`src/rtl/cpu_bus_pkg.sv`:
```
// Shared definitions for the CPU-side SRAM-like bus arbiter.
//   SZ_*      : access size encodings carried on *_size / mem_size
//   arb_state_e : transaction FSM states of the arbiter
//   OWN_*     : owner tag stored with the buffered request
//   RUN_W     : width of the data-run counter (supports MAX_DATA_RUN up to 15)
package cpu_bus_pkg;

  localparam logic [1:0] SZ_BYTE = 2'd0;
  localparam logic [1:0] SZ_HALF = 2'd1;
  localparam logic [1:0] SZ_WORD = 2'd2;

  typedef enum logic [1:0] {
    ARB_IDLE = 2'd0,
    ARB_REQ  = 2'd1,
    ARB_WAIT = 2'd2
  } arb_state_e;

  localparam logic OWN_INST = 1'b0;
  localparam logic OWN_DATA = 1'b1;

  localparam int RUN_W = 4;

endpackage

```
`src/rtl/arb_priority_pick.sv`:
```
// Grant selection between fetch and data requesters plus the bounded-starvation
// run counter.
//   clk, resetn : clock / async active-low reset
//   pick_en     : arbiter is able to accept a request this cycle
//   inst_req    : fetch request
//   data_req    : data request
//   inst_gnt    : fetch granted this cycle (combinational)
//   data_gnt    : data granted this cycle (combinational)
module arb_priority_pick
  import cpu_bus_pkg::*;
#(
  parameter int MAX_DATA_RUN = 4
) (
  input  logic clk,
  input  logic resetn,
  input  logic pick_en,
  input  logic inst_req,
  input  logic data_req,
  output logic inst_gnt,
  output logic data_gnt
);

  localparam logic [RUN_W-1:0] RUN_MAX = RUN_W'(MAX_DATA_RUN);
  localparam logic [RUN_W-1:0] RUN_ONE = RUN_W'(1);

  logic [RUN_W-1:0] run_q;
  logic [RUN_W-1:0] run_d;
  logic             starve;

  always_comb begin
    run_d    = run_q;
    // Data keeps priority until it has won RUN_MAX times in a row over a
    // waiting fetch; then the fetch is forced through once.
    starve   = inst_req && (run_q == RUN_MAX);
    data_gnt = pick_en && data_req && !starve;
    inst_gnt = pick_en && inst_req && !data_gnt;

    if (inst_gnt) begin
      run_d = '0;
    end else if (data_gnt) begin
      if (!inst_req) begin
        run_d = '0;
      end else if (run_q != RUN_MAX) begin
        run_d = run_q + RUN_ONE;
      end
    end
  end

  always_ff @(posedge clk or negedge resetn) begin
    if (!resetn) begin
      run_q <= '0;
    end else begin
      run_q <= run_d;
    end
  end

endmodule

```
`src/rtl/cpu_sram_arbiter.sv`:
```
// Shares one SRAM-like memory port between instruction fetch and data access,
// one outstanding transaction at a time, data side prioritised.
//   clk, resetn                : clock / async active-low reset
//   inst_req/addr              : fetch request (read only, word)
//   inst_addr_ok/data_ok/rdata : fetch handshake and read data
//   data_req/wr/size/addr/wdata: data request
//   data_addr_ok/data_ok/rdata : data handshake and read data
//   mem_req/wr/size/addr/wdata : request towards memory, held until mem_addr_ok
//   mem_addr_ok/data_ok/rdata  : memory handshake and read data
//   busy                       : a transaction is in flight
//
// state    | meaning
// ARB_IDLE | no transaction; arbitration and grant happen here
// ARB_REQ  | mem_req driven from the request buffer, waiting for mem_addr_ok
// ARB_WAIT | address accepted, waiting for mem_data_ok
module cpu_sram_arbiter
  import cpu_bus_pkg::*;
#(
  parameter int ADDR_W       = 32,
  parameter int DATA_W       = 32,
  parameter int MAX_DATA_RUN = 4
) (
  input  logic              clk,
  input  logic              resetn,
  input  logic              inst_req,
  input  logic [ADDR_W-1:0] inst_addr,
  output logic              inst_addr_ok,
  output logic              inst_data_ok,
  output logic [DATA_W-1:0] inst_rdata,
  input  logic              data_req,
  input  logic              data_wr,
  input  logic [1:0]        data_size,
  input  logic [ADDR_W-1:0] data_addr,
  input  logic [DATA_W-1:0] data_wdata,
  output logic              data_addr_ok,
  output logic              data_data_ok,
  output logic [DATA_W-1:0] data_rdata,
  output logic              mem_req,
  output logic              mem_wr,
  output logic [1:0]        mem_size,
  output logic [ADDR_W-1:0] mem_addr,
  output logic [DATA_W-1:0] mem_wdata,
  input  logic              mem_addr_ok,
  input  logic              mem_data_ok,
  input  logic [DATA_W-1:0] mem_rdata,
  output logic              busy
);

  arb_state_e        state_q, state_d;
  logic              owner_q, owner_d;
  logic              wr_q, wr_d;
  logic [1:0]        size_q, size_d;
  logic [ADDR_W-1:0] addr_q, addr_d;
  logic [DATA_W-1:0] wdata_q, wdata_d;
  logic [DATA_W-1:0] inst_rdata_q, inst_rdata_d;
  logic [DATA_W-1:0] data_rdata_q, data_rdata_d;

  logic pick_en;
  logic inst_gnt;
  logic data_gnt;
  logic complete;

  // Gating with resetn keeps addr_ok low while reset is held.
  assign pick_en = resetn && (state_q == ARB_IDLE);

  arb_priority_pick #(
    .MAX_DATA_RUN(MAX_DATA_RUN)
  ) u_pick (
    .clk      (clk),
    .resetn   (resetn),
    .pick_en  (pick_en),
    .inst_req (inst_req),
    .data_req (data_req),
    .inst_gnt (inst_gnt),
    .data_gnt (data_gnt)
  );

  always_comb begin
    state_d  = state_q;
    owner_d  = owner_q;
    wr_d     = wr_q;
    size_d   = size_q;
    addr_d   = addr_q;
    wdata_d  = wdata_q;
    complete = 1'b0;

    case (state_q)
      ARB_IDLE: begin
        if (data_gnt) begin
          owner_d = OWN_DATA;
          wr_d    = data_wr;
          size_d  = data_size;
          addr_d  = data_addr;
          wdata_d = data_wdata;
          state_d = ARB_REQ;
        end else if (inst_gnt) begin
          owner_d = OWN_INST;
          wr_d    = 1'b0;
          size_d  = SZ_WORD;
          addr_d  = inst_addr;
          wdata_d = '0;
          state_d = ARB_REQ;
        end
      end
      ARB_REQ: begin
        // mem_data_ok without mem_addr_ok is a protocol violation and ignored.
        if (mem_addr_ok) begin
          if (mem_data_ok) begin
            complete = 1'b1;
            state_d  = ARB_IDLE;
          end else begin
            state_d = ARB_WAIT;
          end
        end
      end
      ARB_WAIT: begin
        if (mem_data_ok) begin
          complete = 1'b1;
          state_d  = ARB_IDLE;
        end
      end
      default: state_d = ARB_IDLE;
    endcase
  end

  always_comb begin
    inst_addr_ok = inst_gnt;
    data_addr_ok = data_gnt;
    inst_data_ok = complete && (owner_q == OWN_INST);
    data_data_ok = complete && (owner_q == OWN_DATA);
    // Read data is passed straight through on completion; the non-owner keeps
    // showing its last value.
    inst_rdata_d = inst_data_ok ? mem_rdata : inst_rdata_q;
    data_rdata_d = data_data_ok ? mem_rdata : data_rdata_q;
    inst_rdata   = inst_rdata_d;
    data_rdata   = data_rdata_d;
    mem_req      = (state_q == ARB_REQ);
    mem_wr       = wr_q;
    mem_size     = size_q;
    mem_addr     = addr_q;
    mem_wdata    = wdata_q;
    busy         = (state_q != ARB_IDLE);
  end

  always_ff @(posedge clk or negedge resetn) begin
    if (!resetn) begin
      state_q      <= ARB_IDLE;
      owner_q      <= OWN_INST;
      wr_q         <= 1'b0;
      size_q       <= '0;
      addr_q       <= '0;
      wdata_q      <= '0;
      inst_rdata_q <= '0;
      data_rdata_q <= '0;
    end else begin
      state_q      <= state_d;
      owner_q      <= owner_d;
      wr_q         <= wr_d;
      size_q       <= size_d;
      addr_q       <= addr_d;
      wdata_q      <= wdata_d;
      inst_rdata_q <= inst_rdata_d;
      data_rdata_q <= data_rdata_d;
    end
  end

endmodule

```
`config.mk`:
```
export PLATFORM = sky130hd
export DESIGN_NAME = cpu_sram_arbiter
export DESIGN_NICKNAME = d
export VERILOG_FILES = /design/src/rtl/cpu_bus_pkg.sv /design/src/rtl/arb_priority_pick.sv /design/src/rtl/cpu_sram_arbiter.sv
export SDC_FILE = /design/constraint.sdc
export NUM_CORES = 1
export LEC_CHECK = 0
export BUFFER_PORTS_ARGS = -buffer_cell sky130_fd_sc_hd__buf_2
export CORE_AREA = 2 2 120 122
export CTS_CLUSTER_DIAMETER = 100
export DETAILED_ROUTE_END_ITERATION = 10
export DIE_AREA = 0 0 122 124
export PLACE_DENSITY = 0.76
export SKIP_LAST_GASP = 1
export SLEW_MARGIN = 0
export SYNTH_ARGS = -nofsm -noshare
export SYNTH_HDL_FRONTEND = slang
export SYNTH_SLANG_ARGS = --single-unit
```
`constraint.sdc`:
```
create_clock -name clk -period 2.55 [get_ports clk]
set_input_delay 0.765 -clock clk [delete_from_list [all_inputs] [get_ports clk]]
set_output_delay 0.765 -clock clk [all_outputs]
set_load 0.03 [all_outputs]
```
Word level (Yosys, flattened, before mapping)

Index checks and enable logic that the tools add are counted.

Bitwise logic cells: 1
Add/subtract/negate cells: 1
Eq/ne operators: 8
Mux-type cells: 24
Reductions and logical operators: 16

Operator list:

| cell                                                                    | count |
|---|---|
| 32-bit 2-to-1 mux                                                       | 6 |
| 4-bit 2-to-1 mux                                                        | 4 |
| 2-bit 2-to-1 mux                                                        | 7 |
| 1-bit logical AND                                                       | 8 |
| 2-bit one-hot mux with 3 select lines                                   | 1 |
| 1-bit 2-to-1 mux                                                        | 5 |
| 4-bit by 1-bit adder with 4-bit output, second input constant           | 1 |
| 4-bit by 3-bit equality test with 1-bit output, second input constant   | 1 |
| 4-bit by 3-bit inequality test with 1-bit output, second input constant | 1 |
| 2-bit AND reduction                                                     | 2 |
| 2-bit nonzero test                                                      | 2 |
| 3-bit by 1-bit inequality test with 1-bit output, second input constant | 1 |
| 3-bit inequality test, second input constant                            | 1 |
| 3-bit AND reduction                                                     | 1 |
| 2-bit by 1-bit equality test with 1-bit output, second input constant   | 1 |
| 2-bit equality test, second input constant                              | 1 |
| 1-bit logical NOT                                                       | 2 |
| 2-bit logical NOT                                                       | 1 |
| 2-bit by 1-bit inequality test with 1-bit output, second input constant | 1 |
| 2-bit inequality test, second input constant                            | 1 |
| 1-bit one-hot mux with 2 select lines                                   | 1 |
| 1-bit inverter                                                          | 1 |

Input port bits: 137
Output and inout port bits: 137
Flip-flop bits (word level): 138
Logic and storage cells: 59

Longest topological paths before layout

Gate-level depths: netlist (run 1).

Word-level depth: 9
Mapped depth: 9
Gate-level depth less buffers: 6

By module

From an unflattened synthesis (run 1), not the netlist that was laid out.

Cell total of the unflattened synthesis: 475
Area, all modules: 5706.7 sq um

Modules (own cells, without submodules):

| module            | cells each | area each (sq um) | times used |
|---|---|---|---|
| cpu_sram_arbiter  | 451        | 5466.5            | 1 |
| arb_priority_pick | 24         | 240.2             | 1 |

Worst setup path after synthesis (run 1)

No wires, ideal clock.

Path type: register -> output
From: register state_q[1]
To: output port data_rdata[22]
Cell stages (with the launch flop): 7
Arrival: 2152 ps
Path slack: -367 ps
Path through: dfrtp_1 > inv_1 > ha_1 > a21oi_1 > nor3b_2 > buf_2 > mux2_2

Longest elaborated chain between the ends: 4

RTL lines:

| what                                           | line                    | text |
|---|---|---|
| start: declaration                             | cpu_sram_arbiter.sv:49  | `arb_state_e state_q, state_d;` |
| start signal: assignment                       | cpu_sram_arbiter.sv:156 | `state_q <= state_d;` |
| 2-bit by 1-bit equality test with 1-bit output | --                      |  |
| via mem_req                                    | cpu_sram_arbiter.sv:38  | `output logic mem_req,` |
| 1-bit one-hot mux with 2 select lines          | cpu_sram_arbiter.sv:87  | `case (state_q)` |
| 1-bit logical AND                              | cpu_sram_arbiter.sv:130 | `data_data_ok = complete && (owner_q == OWN_DATA);` |
| via data_data_ok                               | cpu_sram_arbiter.sv:36  | `output logic data_data_ok,` |
| 32-bit 2-to-1 mux                              | cpu_sram_arbiter.sv:134 | `data_rdata_d = data_data_ok ? mem_rdata : data_rdata_q;` |
| end: declaration                               | cpu_sram_arbiter.sv:37  | `output logic [DATA_W-1:0] data_rdata,` |

The timed path passes the listed nets, and every way through them passes these cells.

Final worst setup path (run 1)

From: register state_q[0]
To: output port inst_rdata[4]

Longest elaborated chain between the ends: 4

RTL lines:

| what                                                                                  | line                    | text |
|---|---|---|
| 2-bit equality test or 2-bit by 1-bit equality test with 1-bit output (tied branches) | cpu_sram_arbiter.sv:87  |  |
| 1-bit one-hot mux with 2 select lines *                                               | cpu_sram_arbiter.sv:87  |  |
| 1-bit logical AND *                                                                   | cpu_sram_arbiter.sv:129 | `inst_data_ok = complete && (owner_q == OWN_INST);` |
| 32-bit 2-to-1 mux *                                                                   | cpu_sram_arbiter.sv:133 | `inst_rdata_d = inst_data_ok ? mem_rdata : inst_rdata_q;` |
| end: declaration                                                                      | cpu_sram_arbiter.sv:29  | `output logic [DATA_W-1:0] inst_rdata,` |

Mark *: on every way between the ends. The rest lies on a longest branch, timed or not.

==> reports/qor.yml, run 1 <==
outcome: "finished with violations"
violations: "setup timing"
drc: 0
synth_edf_count: 0
setup_viol: 66
clock-sinks: 138
grt_start_max_net_pins: 83
hold_violations: 0
hpwl_um: 11000
arrival_ns: 2.26
via_per_inst: 5.12
synthAdderAreaFrac_pct: 1.31
max_slew_margin_pct: 29.8
dieArea_um2: 15100
cp-end-kind: "output pin"
portBuffers: 273
antenna_cells: 0
coreArea_um2: 13700
synth_compound_area_share_pct: 15.1
synth.area.top_cells: "dfrtp_1, mux2_2, o211ai_1"
clockRootBuffer: "clkbuf_16"
synth_top_family_by_area: "compound AO/OA/AOI/OAI gates"
synth_commonest_cells: "dfrtp_1, mux2_2, o211ai_1"
setup_slack_ns: -0.476
synth_xor_area_share_pct: 0.306
antenna_found_initial: 0
final_antenna_net_count: 0
synth-simple-area-share_pct: 3.44
max_stage_delay_ns: 0.37
start_util_pct: 41.7
netlist_area_um2: 5720
skew_ns: 0.00611
start_kind: "register"
synth_top_area_share_pct: 60.4
p_leak_nw: 4.63
grt_pass1_vias: 4854
min_path_type: "in -> async"
ys_seq_elements: 138
finish.utilization_pct: 65.1
crit_chain: "inv_2, ha_4, nand2_4, nor3_4, buf_12, buf_12, mux2_2, buf_4"
crit_top_cell: "buf_12"
tritoncts: "done"
crit_required_ns: 1.79
die_w_um: 122
async_reset_ff_share_pct: 100
slowest_stage: "dfrtp_1"
rows: 43
tightestPinTransition_ns: 1.05
maxCapViolCount: 0
drt-initial-drc-count: 281
slew_viol_final: 0
clkTransAtPathRegs_ns: 0.05
clk_latency_ns: 0.41
clockBufferDepth: 2
drt_wl_total_um: 17800
area_growth_pct: 56.3
fp.dieH_um: 124
rsz0062_at_grt: "true"
synthesis.nets: 581
synth_cells: 438
num_io_pins: 274
fmax_ghz: 0.330
yosysSeqAreaShare_pct: 60.4
fin_nets: 903
pwr_density_cell_nw_per_um2: 1520
synthMuxAreaShare_pct: 13.0
synth.distinct_cells: 28
ir_drop_v: 0.000696
yosys_warnings: 0
numCtsBuffers: 17
p_total_mw: 13.5
finalCritPeriodShare_pct: 119
syn_avg_cell_area_um2: 13.0
routed-via-count: 4875
regArea_um2: 3450
grt_first_pass_wirelength_um: 24800
track_usage_pct: 21.4
wire_per_inst_um: 18.7
h-tree-depth: 4
ys.flop_type: "dfrtp_1"
drive_gt1_share_pct: 57.6
cp_max_fo: 9
drtPass1Iterations: 4
multi_input_area_um2: 2150
fillerInstances: 1018
fin_crit_ns: 3.03
yosys.area.top_type: "dfrtp_1"
crit_type: "reg -> out"
gp_congestion: 0.797
grt_overflow: 0
post-synth-top-count-cell: "dfrtp_1"
cell usage in the layout, fill, tap and decap left out, drive strengths merged, types with 2 or more instances in the layout:
cell,instances
clkinvlp,2
bufinv,4
buf,331
clkbuf,26
o211ai,65
nor2,2
clkinv,3
a32o,3
nand2,36
inv,41
mux2,65
a22o,34
dfrtp,138
nand3,3
ha,6
through the flow:
stage | setup slack, ns | hold WS [ns] | TNS [ns] | cells | area, um2
after global placement | -0.253 | 0.465 | -15.30 | 884 | 7390
after detailed placement | -0.296 | 0.479 | -17.57 | 884 | 7390
final | -0.476 | 0.132 | -28.14 | 952 | 8930
after CTS | -0.512 | 0.115 | -31.51 | 938 | 8560
after global routing | -0.578 | 0.110 | -33.90 | 952 | 8930
after floorplan | -0.0623 | 0.469 | -2.88 | 438 | 5800
worst paths after layout:
check / startpoint / to / cells past startpoint / slack [ns]
min reg2reg: mem_wdata[27] / mem_wdata[27] / 1 / 0.50
max in group asynchronous: resetn / mem_wdata[24] / 2 / 1.20
max: state_q[0] / inst_rdata[4] / 8 / -0.48
max reg2reg: state_q[1] / data_rdata_q[21] / 11 / 0.47
min: resetn / state_q[1] / 1 / 0.13
min in group clk: mem_wdata[27] / mem_wdata[27] / 1 / 0.50
worst max-delay path: cells and delay by family (launching register included):
kind / cells / cell delay [ns]
AND/OR/NAND/NOR: 2 / 0.29
buffers and inverters: 4 / 0.55
adder cells (fa/ha/maj): 1 / 0.27
flip-flops: 1 / 0.37
multiplexers: 1 / 0.36
layer usage:
| layer | vias up | GRT usage, % | part of all wire (%) |
|---|---|---|---|
| met1 | 2398 | 25.1 | 39 |
| met2 | 243 | 37.3 | 52 |
| met4 | 0 | 7.69 | 1.6 |
| met3 | 23 | 6.64 | 7.5 |
| met5 | - | 0 | 0 |
| li1 | 2211 | - | - |
power breakdown:
group | internal, mW | switching, mW | leakage (nW) | total [mW]
logic | 3.02 | 4.13 | 2.62 | 7.16
registers | 3.26 | 0.521 | 1.71 | 3.78
clock network | 1.69 | 0.915 | 0.300 | 2.60
registers in the layout (all words and copies together) (netlist names):
| name | flops |
|---|---|
| mem_wdata | 32 |
| data_rdata_q | 32 |
| mem_wr | 1 |
| u_pick.run_q | 4 |
| inst_rdata_q | 32 |
| mem_addr | 32 |
| mem_size | 2 |
| state_q | 2 |
| owner_q | 1 |
cell families (layout without fill, tap and decap cells):
group	after synthesis	after routing
buf+inv	73	407
flops	138	138
compound gates	108	108
simple gates	45	45
fa+ha+maj	6	6
mux	66	66
xor+xnor	2	2
what timing repair did:
item                                    4_1_cts  5_1_grt
buffers inserted                             20       15
pin swaps                                     3        3
cloned                                        3        3
gates resized for setup                      91      111
endpoints found under the setup margin       68       68
hold buffers                                  0        0
hold endpoints to repair                      0        0
area by class of cell:
class | count | area share (%)
clock buffers | 21 | 5.15
clock inverters | 10 | 1.86
inverters | 40 | 1.76
multi-input cells | 227 | 24.0
flip-flops and latches | 138 | 38.7
well taps | 180 | 2.52
repair buffers | 336 | 26.0
(Power assumes the default switching activity.)
==> run 2: changes to the inputs <==
--- a/config.mk
+++ b/config.mk
@@ -10,7 +10,7 @@
 export CTS_CLUSTER_DIAMETER = 100
 export DETAILED_ROUTE_END_ITERATION = 10
 export DIE_AREA = 0 0 122 124
-export PLACE_DENSITY = 0.76
+export PLACE_DENSITY = 0.77
 export SKIP_LAST_GASP = 1
 export SLEW_MARGIN = 0
 export SYNTH_ARGS = -nofsm -noshare
==> reports/qor.yml, run 2 (same netlist as run 1, synthesis figures left out) <==
multi_input_area_um2: 2120  # -1.2%
outcome: "finished with violations"
drt-initial-drc-count: 288  # +2.5%
rows: 43  # unchanged
final_antenna_net_count: 0  # unchanged
clockRootBuffer: "clkbuf_16"
tightestPinTransition_ns: 0.795  # -0.258 ns
antenna_cells: 0  # unchanged
dp_cells: 886  # +0.23%
crit_chain: "inv_2, ha_4, nand2_4, nor3b_4, buf_6, mux2_2, buf_4"
crit_required_ns: 1.79  # about the same
grt_pass1_vias: 5020  # +3.4%
crit_type: "reg -> out"
slowest_stage: "mux2_2"
clockBufferDepth: 2  # unchanged
max_stage_delay_ns: 0.39  # +0.02 ns
drt_wl_total_um: 18200  # +2.3%
r2r-start: "state_q[0]"
instances_no_fill: 955  # +0.32%
tritoncts: "done"
regArea_um2: 3450  # unchanged
min_path_type: "in -> async"
routed-via-count: 4897  # +0.45%
die_w_um: 122  # unchanged
gp_congestion: 0.825  # +3.5%
drtPass1Iterations: 4  # unchanged
dieArea_um2: 15100  # unchanged
arrival_ns: 2.27  # about the same
num_io_pins: 274  # unchanged
wire_per_inst_um: 19.1  # +2.0%
clk_latency_ns: 0.42  # about the same
setup_viol: 66  # unchanged
fin_crit_ns: 3.03  # +0.00454 ns
cp_max_fo: 12  # +3
p_leak_nw: 4.65  # +0.48%
start_kind: "register"
via_per_inst: 5.13  # +0.14%
violations: "setup timing"
max_slew_margin_pct: 47.0  # +17 points
drive_gt1_share_pct: 58.1  # +0.42 points
ir_drop_v: 0.000682  # -2.0%
fmax_ghz: 0.330  # -0.15%
drc: 0  # unchanged
finalCritPeriodShare_pct: 119  # +0.18 points
setup_slack_ns: -0.481  # -0.00453 ns
start_util_pct: 41.7  # unchanged
grt_start_max_net_pins: 64  # -23%
numCtsBuffers: 17  # unchanged
hold_violations: 0  # unchanged
track_usage_pct: 23.5  # +2.1 points
clock-sinks: 138  # unchanged
grt_overflow: 0  # unchanged
layout_common_cells: "buf_2, dfrtp_1, buf_4"
antenna_found_initial: 0  # unchanged
tns_ns: -26.54  # +1.60 ns
h-tree-depth: 4  # unchanged
crit_start: "state_q[0]"
final_common_cell: "buf_2"
area_growth_pct: 57.2
cp-end-kind: "output pin"
rsz0062_at_grt: "true"
coreArea_um2: 13700  # unchanged
grt_first_pass_wirelength_um: 26900  # +8.6%
pwr_density_cell_nw_per_um2: 1540  # +1.9%
fp.dieH_um: 124  # unchanged
portBuffers: 273  # unchanged
fin_nets: 905  # +0.22%
hpwl_um: 11400  # +3.9%
maxCapViolCount: 0  # unchanged
skew_ns: 0.00658  # +0.000472 ns
slew_viol_final: 0  # unchanged
clkTransAtPathRegs_ns: 0.06  # about the same
fillerInstances: 1009  # -0.88%
==> run 2: cell count changes in the layout (fill, tap and decap cells not counted), moves of 3 or more <==
| cell | change |
|---|---|
| inv_6 | +3 |
| mux2_2 | +7 |
| buf_4 | +6 |
| mux2_4 | -7 |
| buf_6 | +3 |
| buf_2 | -5 |
==> run 2: cell type report <==
cell class,count,share of cell area [%]
clock buffer,17,4.73
clock inverter,15,2.90
inverter,40,1.75
multi-input combinational,227,23.6
sequential,138,38.4
tap,180,2.51
timing repair buffer,338,26.1
==> run 2: power breakdown <==
| part | total [mW] | switching, mW | internal [mW] |
|---|---|---|---|
| Combinational | 7.25 | 4.18 | 3.06 |
| Sequential | 3.76 | 0.509 | 3.26 |
| Clock | 2.87 | 1.01 | 1.86 |
==> run 2: layer usage <==
layer  vias up  GRT usage (%)  share of wire (%)
li1       2213              -                  -
met1      2435           26.2                 37
met2       214           42.2                 53
met3        35           6.73                7.0
met4         0           9.48                2.5
met5         -              0                  0
==> run 2: worst paths after layout <==
kind                                    end  slack [ns]  cells past startpoint
setup / recovery             data_rdata[28]       -0.48                      7
min in group clk                mem_size[1]        0.49                      1
hold reg to reg                 mem_size[1]        0.49                      1
max in group asynchronous      mem_wdata[4]        1.08                      3
hold / removal             inst_rdata_q[10]        0.36                      2
setup reg to reg            data_rdata_q[5]        0.54                      9
==> run 2: through the flow <==
step / power (mW) / setup slack [ns] / instance area (um2) / hold slack (ns) / util (%)
after floorplan: 7.73 / -0.0623 / 5800 / 0.469 / -
after global placement: 9.39 / -0.244 / 7400 / 0.466 / 54.0
after detailed placement: 9.60 / -0.273 / 7400 / 0.478 / 54.0
after CTS: 13.5 / -0.458 / 8760 / 0.353 / 63.9
after global routing: 14.5 / -0.557 / 8990 / 0.360 / 65.5
final: 13.9 / -0.481 / 8990 / 0.358 / 65.5
==> run 2: worst max-delay path: cells and delay by family (launching register included) <==
family / cells / cell delay, ns
buffers and inverters: 3 / 0.49
multiplexers: 1 / 0.39
flip-flops: 1 / 0.37
AND/OR/NAND/NOR: 2 / 0.31
adder cells (fa/ha/maj): 1 / 0.27
==> run 2: repair_timing <==
action / 4_1_cts / 5_1_grt
setup endpoints to repair: 68 / 68
gates resized for setup: 140 / 37
cloned: 3 / 1
hold buffers: 0 / 0
buffers inserted: 21 / 13
pin swaps: 4 / 4
hold endpoints to repair: 0 / 0
==> run 3: changes to the inputs <==
--- a/config.mk
+++ b/config.mk
@@ -10,7 +10,8 @@
 export CTS_CLUSTER_DIAMETER = 100
 export DETAILED_ROUTE_END_ITERATION = 10
 export DIE_AREA = 0 0 122 124
-export PLACE_DENSITY = 0.77
+export PLACE_DENSITY = 0.78
+export REMOVE_ABC_BUFFERS = 1
 export SKIP_LAST_GASP = 1
 export SLEW_MARGIN = 0
 export SYNTH_ARGS = -nofsm -noshare
==> reports/qor.yml, run 3 (same netlist as run 1, synthesis figures left out) <==
tritoncts: "done"
grt_overflow: 0  # unchanged
start_util_pct: 41.7  # unchanged
antenna_cells: 0  # unchanged
layout_common_cells: "buf_2, dfrtp_1, buf_4"
outcome: "finished with violations"
violations: "setup timing"
track_usage_pct: 23.1  # -0.43 points
fp.dieH_um: 124  # unchanged
hpwl_um: 11100  # -3.0%
tns_ns: -29.19  # -2.65 ns
max_stage_delay_ns: 0.39  # about the same
max_slew_margin_pct: 48.4  # +1.4 points
grt_first_pass_wirelength_um: 26300  # -2.4%
fmax_ghz: 0.326  # -1.1%
routed-via-count: 5072  # +3.6%
wire_per_inst_um: 21.0  # +10%
final_common_cell: "buf_2"
drt_wl_total_um: 20200  # +11%
slowest_stage: "dfrtp_1"
rsz0062_at_grt: "true"
reg2reg_to: "data_rdata_q[23]"
dp_worst_setup_slack_ns: -0.278  # -0.00491 ns
skew_ns: 0.00557  # -0.00102 ns
finalCritPeriodShare_pct: 120  # +1.4 points
cp-end-kind: "output pin"
clkTransAtPathRegs_ns: 0.06  # about the same
drtPass1Iterations: 4  # unchanged
portBuffers: 273  # unchanged
crit_required_ns: 1.79  # about the same
h-tree-depth: 4  # unchanged
clock-sinks: 138  # unchanged
clk_latency_ns: 0.41  # about the same
clockRootBuffer: "clkbuf_16"
crit_buf_inv: 5  # +2
crit_type: "reg -> out"
hold_violations: 0  # unchanged
grt_start_max_net_pins: 64  # unchanged
grt_pass1_vias: 4966  # -1.1%
crit_path_end: "inst_rdata[13]"
crit_chain: "inv_2, ha_4, a21oi_4, nor3_4, buf_6, buf_4, buf_12, mux2_4, buf_6"
cp_max_fo: 9  # -3
rr_worst_depth: 9  # unchanged
drive_gt1_share_pct: 58.0  # about the same
gp_congestion: 0.783  # -5.1%
fin_nets: 914  # +0.99%
setup_viol: 66  # unchanged
start_kind: "register"
crit_top_cell: "buf_6"
coreArea_um2: 13700  # unchanged
die_w_um: 122  # unchanged
antenna_found_initial: 1  # +1
cp_top_family: "buffers and inverters"
num_io_pins: 274  # unchanged
setup_slack_ns: -0.515  # -0.0345 ns
final_antenna_net_count: 0  # unchanged
r2r-start: "state_q[0]"
drt-initial-drc-count: 377  # +31%
rows: 43  # unchanged
area_growth_pct: 58.6
crit_cells: 9  # +2
via_per_inst: 5.26  # +2.6%
drc: 0  # unchanged
clockBufferDepth: 2  # unchanged
crit_start: "state_q[0]"
min_path_type: "in -> async"
r2r_slack_ns: 0.49  # -0.05 ns
maxCapViolCount: 0  # unchanged
pwr_density_cell_nw_per_um2: 1520  # -1.7%
tightestPinTransition_ns: 0.775  # -0.0207 ns
fin_crit_ns: 3.07  # +0.0345 ns
numCtsBuffers: 17  # unchanged
hold_buffers: 0  # unchanged
ir_drop_v: 0.000750  # +10%
dieArea_um2: 15100  # unchanged
p_leak_nw: 4.70  # +1.2%
arrival_ns: 2.30  # +0.03 ns
slew_viol_final: 0  # unchanged
[run 3: worst min-delay path by stage]
stage | cells after the start | startpoint | endpoint | slack [ns]
finish | 1 | resetn | u_pick.run_q[2] | 0.14
detailed placement | 1 | mem_size[1] | mem_size[1] | 0.48
CTS | 1 | resetn | u_pick.run_q[2] | 0.12
global route | 1 | resetn | u_pick.run_q[2] | 0.12
global placement | 1 | mem_size[1] | mem_size[1] | 0.47
floorplan | 0 | resetn | data_rdata_q[0] | 0.47
[run 3: per-layer routing]
layer	wire, um	GRT usage (%)	part of all wire [%]
met3	1750	6.73	8.6
met1	7740	26.5	38
met5	10	0	0.049
met4	680	9.12	3.4
met2	10100	40.6	50
[run 3: per-stage QoR]
stage | cells | util (%) | instance area, um2 | total power, mW | hold WS [ns]
6_report | 964 | 66.1 | 9060 | 13.8 | 0.142
5_1_grt | 964 | 66.1 | 9060 | 14.3 | 0.121
4_1_cts | 934 | 62.3 | 8540 | 12.7 | 0.125
3_5_place_dp | 876 | 53.1 | 7290 | 9.43 | 0.476
3_3_place_gp | 876 | 53.1 | 7290 | 9.24 | 0.466
2_1_floorplan | 405 | - | 5510 | 7.56 | 0.469
[run 3: layout make-up]
| class | count | area, um2 |
|---|---|---|
| inverters | 40 | 158 |
| repair buffers | 347 | 2500 |
| multi-input cells | 227 | 2180 |
| fillers | 939 | 4660 |
| clock buffers | 21 | 450 |
| well taps | 180 | 225 |
| flip-flops and latches | 138 | 3450 |
| clock inverters | 11 | 97.6 |
[run 3: timing repair]
| item | in CTS | in global routing |
|---|---|---|
| cloned | 4 | 3 |
| pin swaps | 2 | 2 |
| resized for setup | 133 | 81 |
| setup endpoints to repair | 68 | 68 |
| buffers inserted | 22 | 29 |
[run 3: power by group]
group	leakage (nW)	internal, mW	switching (mW)
sequential	1.71	3.26	0.556
combinational	2.73	3.27	4.39
clock	0.265	1.36	0.925
[run 3: worst reg2reg max path: cells and delay by family (launching register included)]
family / cells / cell delay (ns)
flops: 1 / 0.37
fa+ha+maj: 1 / 0.28
mux: 1 / 0.33
simple gates: 2 / 0.30
buf+inv: 5 / 0.68
